File: src/rtl/jtframe_romslot_cache.sv
// Two-entry fully associative tag/data store for the ROM slot.
// Handles lookup, LRU tracking and the single fill write port.
module jtframe_romslot_cache #(
    parameter int TW = 17
) (
    input  logic          rst_n,
    input  logic          clk,
    input  logic          clr,
    input  logic          lookup_en,
    input  logic [TW-1:0] lookup_tag,
    output logic          hit,
    output logic [15:0]   hit_word,
    input  logic          wr_en,
    input  logic [TW-1:0] wr_tag,
    input  logic [15:0]   wr_data
);

    logic [1:0]    valid_q, valid_d;
    logic [TW-1:0] tag_q  [2];
    logic [TW-1:0] tag_d  [2];
    logic [15:0]   word_q [2];
    logic [15:0]   word_d [2];
    logic          lru_q, lru_d;
    logic          match0_s, match1_s, hit_way_s, victim_s;

    // Lookup against registered state; entry 0 wins a (theoretical) double match.
    always_comb begin
        match0_s  = valid_q[0] && (tag_q[0] == lookup_tag);
        match1_s  = valid_q[1] && (tag_q[1] == lookup_tag);
        hit       = lookup_en && (match0_s || match1_s);
        hit_way_s = match0_s ? 1'b0 : 1'b1;
        hit_word  = match0_s ? word_q[0] : word_q[1];
        // A same-cycle hit protects its entry from being overwritten by a fill.
        victim_s  = hit ? ~hit_way_s : lru_q;
    end

    // Next-state for valid bits, tags, data words and the LRU pointer.
    always_comb begin
        valid_d = valid_q;
        tag_d   = tag_q;
        word_d  = word_q;
        lru_d   = lru_q;
        if (clr) begin
            valid_d = 2'b00;
            lru_d   = 1'b0;
        end else if (wr_en) begin
            valid_d[victim_s] = 1'b1;
            tag_d[victim_s]   = wr_tag;
            word_d[victim_s]  = wr_data;
            lru_d             = ~victim_s;
        end else if (hit) begin
            lru_d = ~hit_way_s;
        end else begin
            lru_d = lru_q;
        end
    end

    // Cache state registers.
    always_ff @(posedge clk or negedge rst_n) begin
        if (!rst_n) begin
            valid_q <= 2'b00;
            tag_q   <= '{default: '0};
            word_q  <= '{default: '0};
            lru_q   <= 1'b0;
        end else begin
            valid_q <= valid_d;
            tag_q   <= tag_d;
            word_q  <= word_d;
            lru_q   <= lru_d;
        end
    end

endmodule

File: src/rtl/jtframe_romslot.sv
// ROM slot: a 2-entry word cache in front of a 16-bit SDRAM port.
// Hits answer combinationally; misses run a one-word fetch through the FSM.
module jtframe_romslot #(
    parameter int AW = 18,
    parameter int DW = 8
) (
    input  logic          rst_n,
    input  logic          clk,
    input  logic          clr,
    input  logic [AW-1:0] addr,
    input  logic          addr_ok,
    output logic [DW-1:0] data,
    output logic          data_ok,
    output logic          sdram_req,
    output logic [AW-2:0] sdram_addr,
    input  logic          sdram_ack,
    input  logic [15:0]   sdram_din,
    input  logic          sdram_dok
);

    localparam logic [1:0] ST_IDLE = 2'd0;
    localparam logic [1:0] ST_REQ  = 2'd1;
    localparam logic [1:0] ST_WAIT = 2'd2;

    logic [1:0]    state_q, state_d;
    logic          sdram_req_q, sdram_req_d;
    logic [AW-2:0] sdram_addr_q, sdram_addr_d;
    logic [DW-1:0] data_q, data_d;
    logic          hit_s, fill_s;
    logic [15:0]   hit_word_s;
    logic [DW-1:0] sel_s;

    jtframe_romslot_cache #(.TW(AW-1)) u_cache (
        .rst_n      (rst_n),
        .clk        (clk),
        .clr        (clr),
        .lookup_en  (addr_ok),
        .lookup_tag (addr[AW-1:1]),
        .hit        (hit_s),
        .hit_word   (hit_word_s),
        .wr_en      (fill_s),
        .wr_tag     (sdram_addr_q),
        .wr_data    (sdram_din)
    );

    generate
        if (DW == 8) begin : g_byte
            assign sel_s = addr[0] ? hit_word_s[15:8] : hit_word_s[7:0];
        end else begin : g_word
            assign sel_s = hit_word_s[DW-1:0];
        end
    endgenerate

    // Fetch FSM; clr aborts any fetch and suppresses the fill write.
    always_comb begin
        state_d      = state_q;
        sdram_addr_d = sdram_addr_q;
        fill_s       = 1'b0;
        case (state_q)
            ST_IDLE: begin
                if (!clr && addr_ok && !hit_s) begin
                    state_d      = ST_REQ;
                    sdram_addr_d = addr[AW-1:1];
                end else begin
                    state_d = ST_IDLE;
                end
            end
            ST_REQ: begin
                if (clr) begin
                    state_d = ST_IDLE;
                end else if (sdram_ack && sdram_dok) begin
                    fill_s  = 1'b1;
                    state_d = ST_IDLE;
                end else if (sdram_ack) begin
                    state_d = ST_WAIT;
                end else begin
                    state_d = ST_REQ;
                end
            end
            ST_WAIT: begin
                if (clr) begin
                    state_d = ST_IDLE;
                end else if (sdram_dok) begin
                    fill_s  = 1'b1;
                    state_d = ST_IDLE;
                end else begin
                    state_d = ST_WAIT;
                end
            end
            default: begin
                state_d = ST_IDLE;
            end
        endcase
        sdram_req_d = (state_d == ST_REQ);
        data_d      = hit_s ? sel_s : data_q;
    end

    // FSM and output registers.
    always_ff @(posedge clk or negedge rst_n) begin
        if (!rst_n) begin
            state_q      <= ST_IDLE;
            sdram_req_q  <= 1'b0;
            sdram_addr_q <= '0;
            data_q       <= '0;
        end else begin
            state_q      <= state_d;
            sdram_req_q  <= sdram_req_d;
            sdram_addr_q <= sdram_addr_d;
            data_q       <= data_d;
        end
    end

    assign sdram_req  = sdram_req_q;
    assign sdram_addr = sdram_addr_q;
    assign data       = data_d;
    assign data_ok    = hit_s;

endmodule

File: config.mk
export PLATFORM = sky130hd
export DESIGN_NAME = jtframe_romslot
export DESIGN_NICKNAME = d
export VERILOG_FILES = /design/src/rtl/jtframe_romslot_cache.sv /design/src/rtl/jtframe_romslot.sv
export SDC_FILE = /design/constraint.sdc
export NUM_CORES = 1
export LEC_CHECK = 0
export ABC_AREA = 1
export BUFFER_PORTS_ARGS = -buffer_cell sky130_fd_sc_hd__clkbuf_2
export CAP_MARGIN = 40
export CORE_MARGIN = 2
export CORE_UTILIZATION = 50
export DETAILED_ROUTE_END_ITERATION = 8
export PLACE_DENSITY = 0.76
export REMOVE_ABC_BUFFERS = 1
export SYNTH_ARGS = -nofsm -noshare
export SYNTH_HDL_FRONTEND = slang
export SYNTH_SLANG_ARGS = --single-unit
File: constraint.sdc
create_clock -name clk -period 3.7 [get_ports clk]
set_clock_uncertainty 0.15 [all_clocks]
set_input_delay 0.925 -clock clk [delete_from_list [all_inputs] [get_ports clk]]
set_output_delay 0.925 -clock clk [all_outputs]
set_load 0.01 [all_outputs]
==> flow_metrics.tcl <==
set metrics [dict create \
    cp_slowest_cell "nor3b_2" \
    nets 829 \
    cts.hold.buffers_added 0 \
    die_y_um 105 \
    syn_area_mm2 0.00513 \
    grt_pass1_wl_mm 22.1 \
    postSynthAreaPerCell_um2 7.22 \
    outcome "finished clean" \
    pre_cts_slack_ns -0.0502 \
    path_class "in -> out" \
    cpMostUsedCell "nand2_1" \
    p_leak_nw 3.23 \
    power_density_mw_per_mm2 415 \
    worst_pin_slew_ns 0.589 \
    critical-path-max-stage-delay_ns 0.22 \
    cts_num_sinks 97 \
    rows 36 \
    hold_class "reg -> reg" \
    track_usage_pct 25.1 \
    crit_required_ns 2.62 \
    final-max-slew-violation-count 0 \
    fin_total_pwr_mw 2.47 \
    die_area_mm2 0.0111 \
    grt_pass1_vias 4582 \
    end_kind "primary output" \
    syn2layout_area_growth_pct 16.0 \
    post-cts-setup-buffer-count 0 \
    synth_edf_count 0 \
    diodes 0 \
    synth_commonest_cells "nand2_1, inv_1, dfrtp_1, nand3_1, o21ai_0" \
    setup_violations 0 \
    wirelength_mm 13.2 \
    drt_iter0_drc 274 \
    worst_slack_ns 0.130 \
    syn-instance-count 711 \
    place_congestion 0.943 \
    maxCapViolCount 0 \
    cts.reportedPaths.clkPinSlew_ns 0.10 \
    async_reset_ff_share_pct 100 \
    drive_gt1_share_pct 16.5 \
    critPathLaunchType "primary input" \
    place_area_mm2 0.00567 \
    synth_top_flop_cell "dfrtp_1" \
    crit_chain "clkbuf_2, inv_2, nand2_1, nand2_2, nor3b_2, buf_4, nor2b_4, nand3_2, buf_6, o21ai_0, nand2_1, nand2_1, nand2_1, clkbuf_2" \
    synth_area_leader_cell "dfrtp_1" \
    ys_types 28 \
    cts_buffers 9 \
    die_x_um 105 \
    vias_per_cell 5.07 \
    route.vias.total 4678 \
    min_period_ns 3.57 \
    relSlewSlack_pct 60.8 \
    postLayoutCellArea_mm2 0.00595 \
    wl_per_cell_um 14.3 \
    yosys_warnings 0 \
    ant_nets 0 \
    arrival_ns 2.50 \
    drc 0 \
    cp_max_fo 7 \
    max-clock-path-buffers 2 \
    grt_max_degree 54 \
    rsz0062_at_grt "true" \
    post-dp-hpwl_mm 9.73 \
    cts-root-buf "clkbuf_8" \
    synth_area_leaders "dfrtp_1, nand2_1, inv_1" \
    ir_worst_vdd_v 0.000330 \
    first_pass_iters 7 \
    coreArea_mm2 0.00986 \
    fmax_ghz 0.280 \
    ys_ff_latch 97 \
    clk_latency_ns 0.39 \
    overflow 0 \
    synth.top_cell.area_share_pct 47.3 \
    yosysMostFrequentCell "nand2_1" \
    ios 67 \
    ys_seq_area_share_pct 47.3 \
    cts_tree "built" \
    initial_core_util_pct 52.0 \
    antenna_found_initial 0 \
    io_buffers 66 \
    cts_max_level 3 \
    hold_violations 0 \
    finalCritPeriodShare_pct 96.5 \
]
==> cell families after synthesis <==
kind of cell,count (synthesis),share of synthesized area (%)
buf+inv,129,10.5
flops,97,47.3
simple gates,388,31.5
compound gates,90,9.22
fa+ha+maj,4,0.975
xor+xnor,3,0.512
==> metal layers <==
| layer | share of wire [%] | GRT usage [%] | up-vias |
|---|---|---|---|
| met5 | 0 | 0 | - |
| met4 | 1.5 | 6.48 | 0 |
| met3 | 4.6 | 5.75 | 16 |
| met2 | 47 | 41.1 | 110 |
| met1 | 47 | 33.9 | 2189 |
| li1 | - | - | 2363 |
==> report_power, final <==
group          switching (mW)  internal (mW)
Clock                   0.385          0.383
Combinational           0.268          0.172
Sequential             0.0896           1.17
==> registers in the layout (all words and copies together), names as in the netlist <==
name	count
data_q	8
sdram_addr	17
sdram_req	1
state_q	2
u_cache.lru_q	1
u_cache.tag_q	34
u_cache.valid_q	2
u_cache.word_q	32
==> final cells by class <==
type                       count  area [µm²]
timing repair buffer          85         531
multi-input combinational    485        2210
fill                         924        3910
clock inverter                 6        90.1
clock buffer                  10         128
inverter                     107         402
tap                          133         166
sequential                    97        2430
==> worst max-delay path, delay by kind of cell <==
kind	cells	cell delay, ns
AO/OA/AOI/OAI	1	0.16
AND/OR/NAND/NOR	8	0.82
buffers and inverters	5	0.60
==> final timing paths <==
path	start	to	slack, ns	cells after the start
min in group asynchronous	rst_n	u_cache.tag_q[6]$_DFFE_PN0P_	0.37	1
min	u_cache.word_q[5]$_DFFE_PN0P_	u_cache.word_q[5]$_DFFE_PN0P_	0.33	2
max in group asynchronous	rst_n	data_q[3]$_DFF_PN0_	2.33	2
max	addr[7]	data[6]	0.13	14
min reg2reg	u_cache.word_q[5]$_DFFE_PN0P_	u_cache.word_q[5]$_DFFE_PN0P_	0.33	2
max reg2reg	u_cache.tag_q[23]$_DFFE_PN0P_	u_cache.word_q[28]$_DFFE_PN0P_	1.40	10
==> layout by cell type (no fill, tap or decap), drive strengths merged <==
master / n
a2111oi: 1
a21oi: 21
and2: 3
buf: 22
bufinv: 2
clkbuf: 73
clkinv: 2
clkinvlp: 1
dfrtp: 97
ha: 4
inv: 108
nand2: 271
nand3: 48
nand3b: 1
nand4: 18
nor2: 37
nor2b: 2
nor3: 3
nor3b: 2
nor4: 2
o21ai: 68
or2: 1
xnor2: 3
==> per-stage QoR <==
| step | cells | hold slack (ns) | util (%) | TNS [ns] |
|---|---|---|---|---|
| floorplan | 689 | 0.292 | - | 0 |
| global placement | 907 | 0.304 | 57.5 | 0 |
| detailed placement | 907 | 0.308 | 57.5 | -0.0712 |
| CTS | 923 | 0.333 | 59.8 | 0 |
| global route | 923 | 0.357 | 60.3 | -0.0307 |
| finish | 923 | 0.330 | 60.3 | 0 |
==> repair_timing <==
action	4_1_cts	5_1_grt
endpoints found under the hold margin	0	0
resized for setup	1	23
pin swaps	0	3
setup endpoints to repair	5	8
No activity file was read; power rests on OpenSTA's default activity.
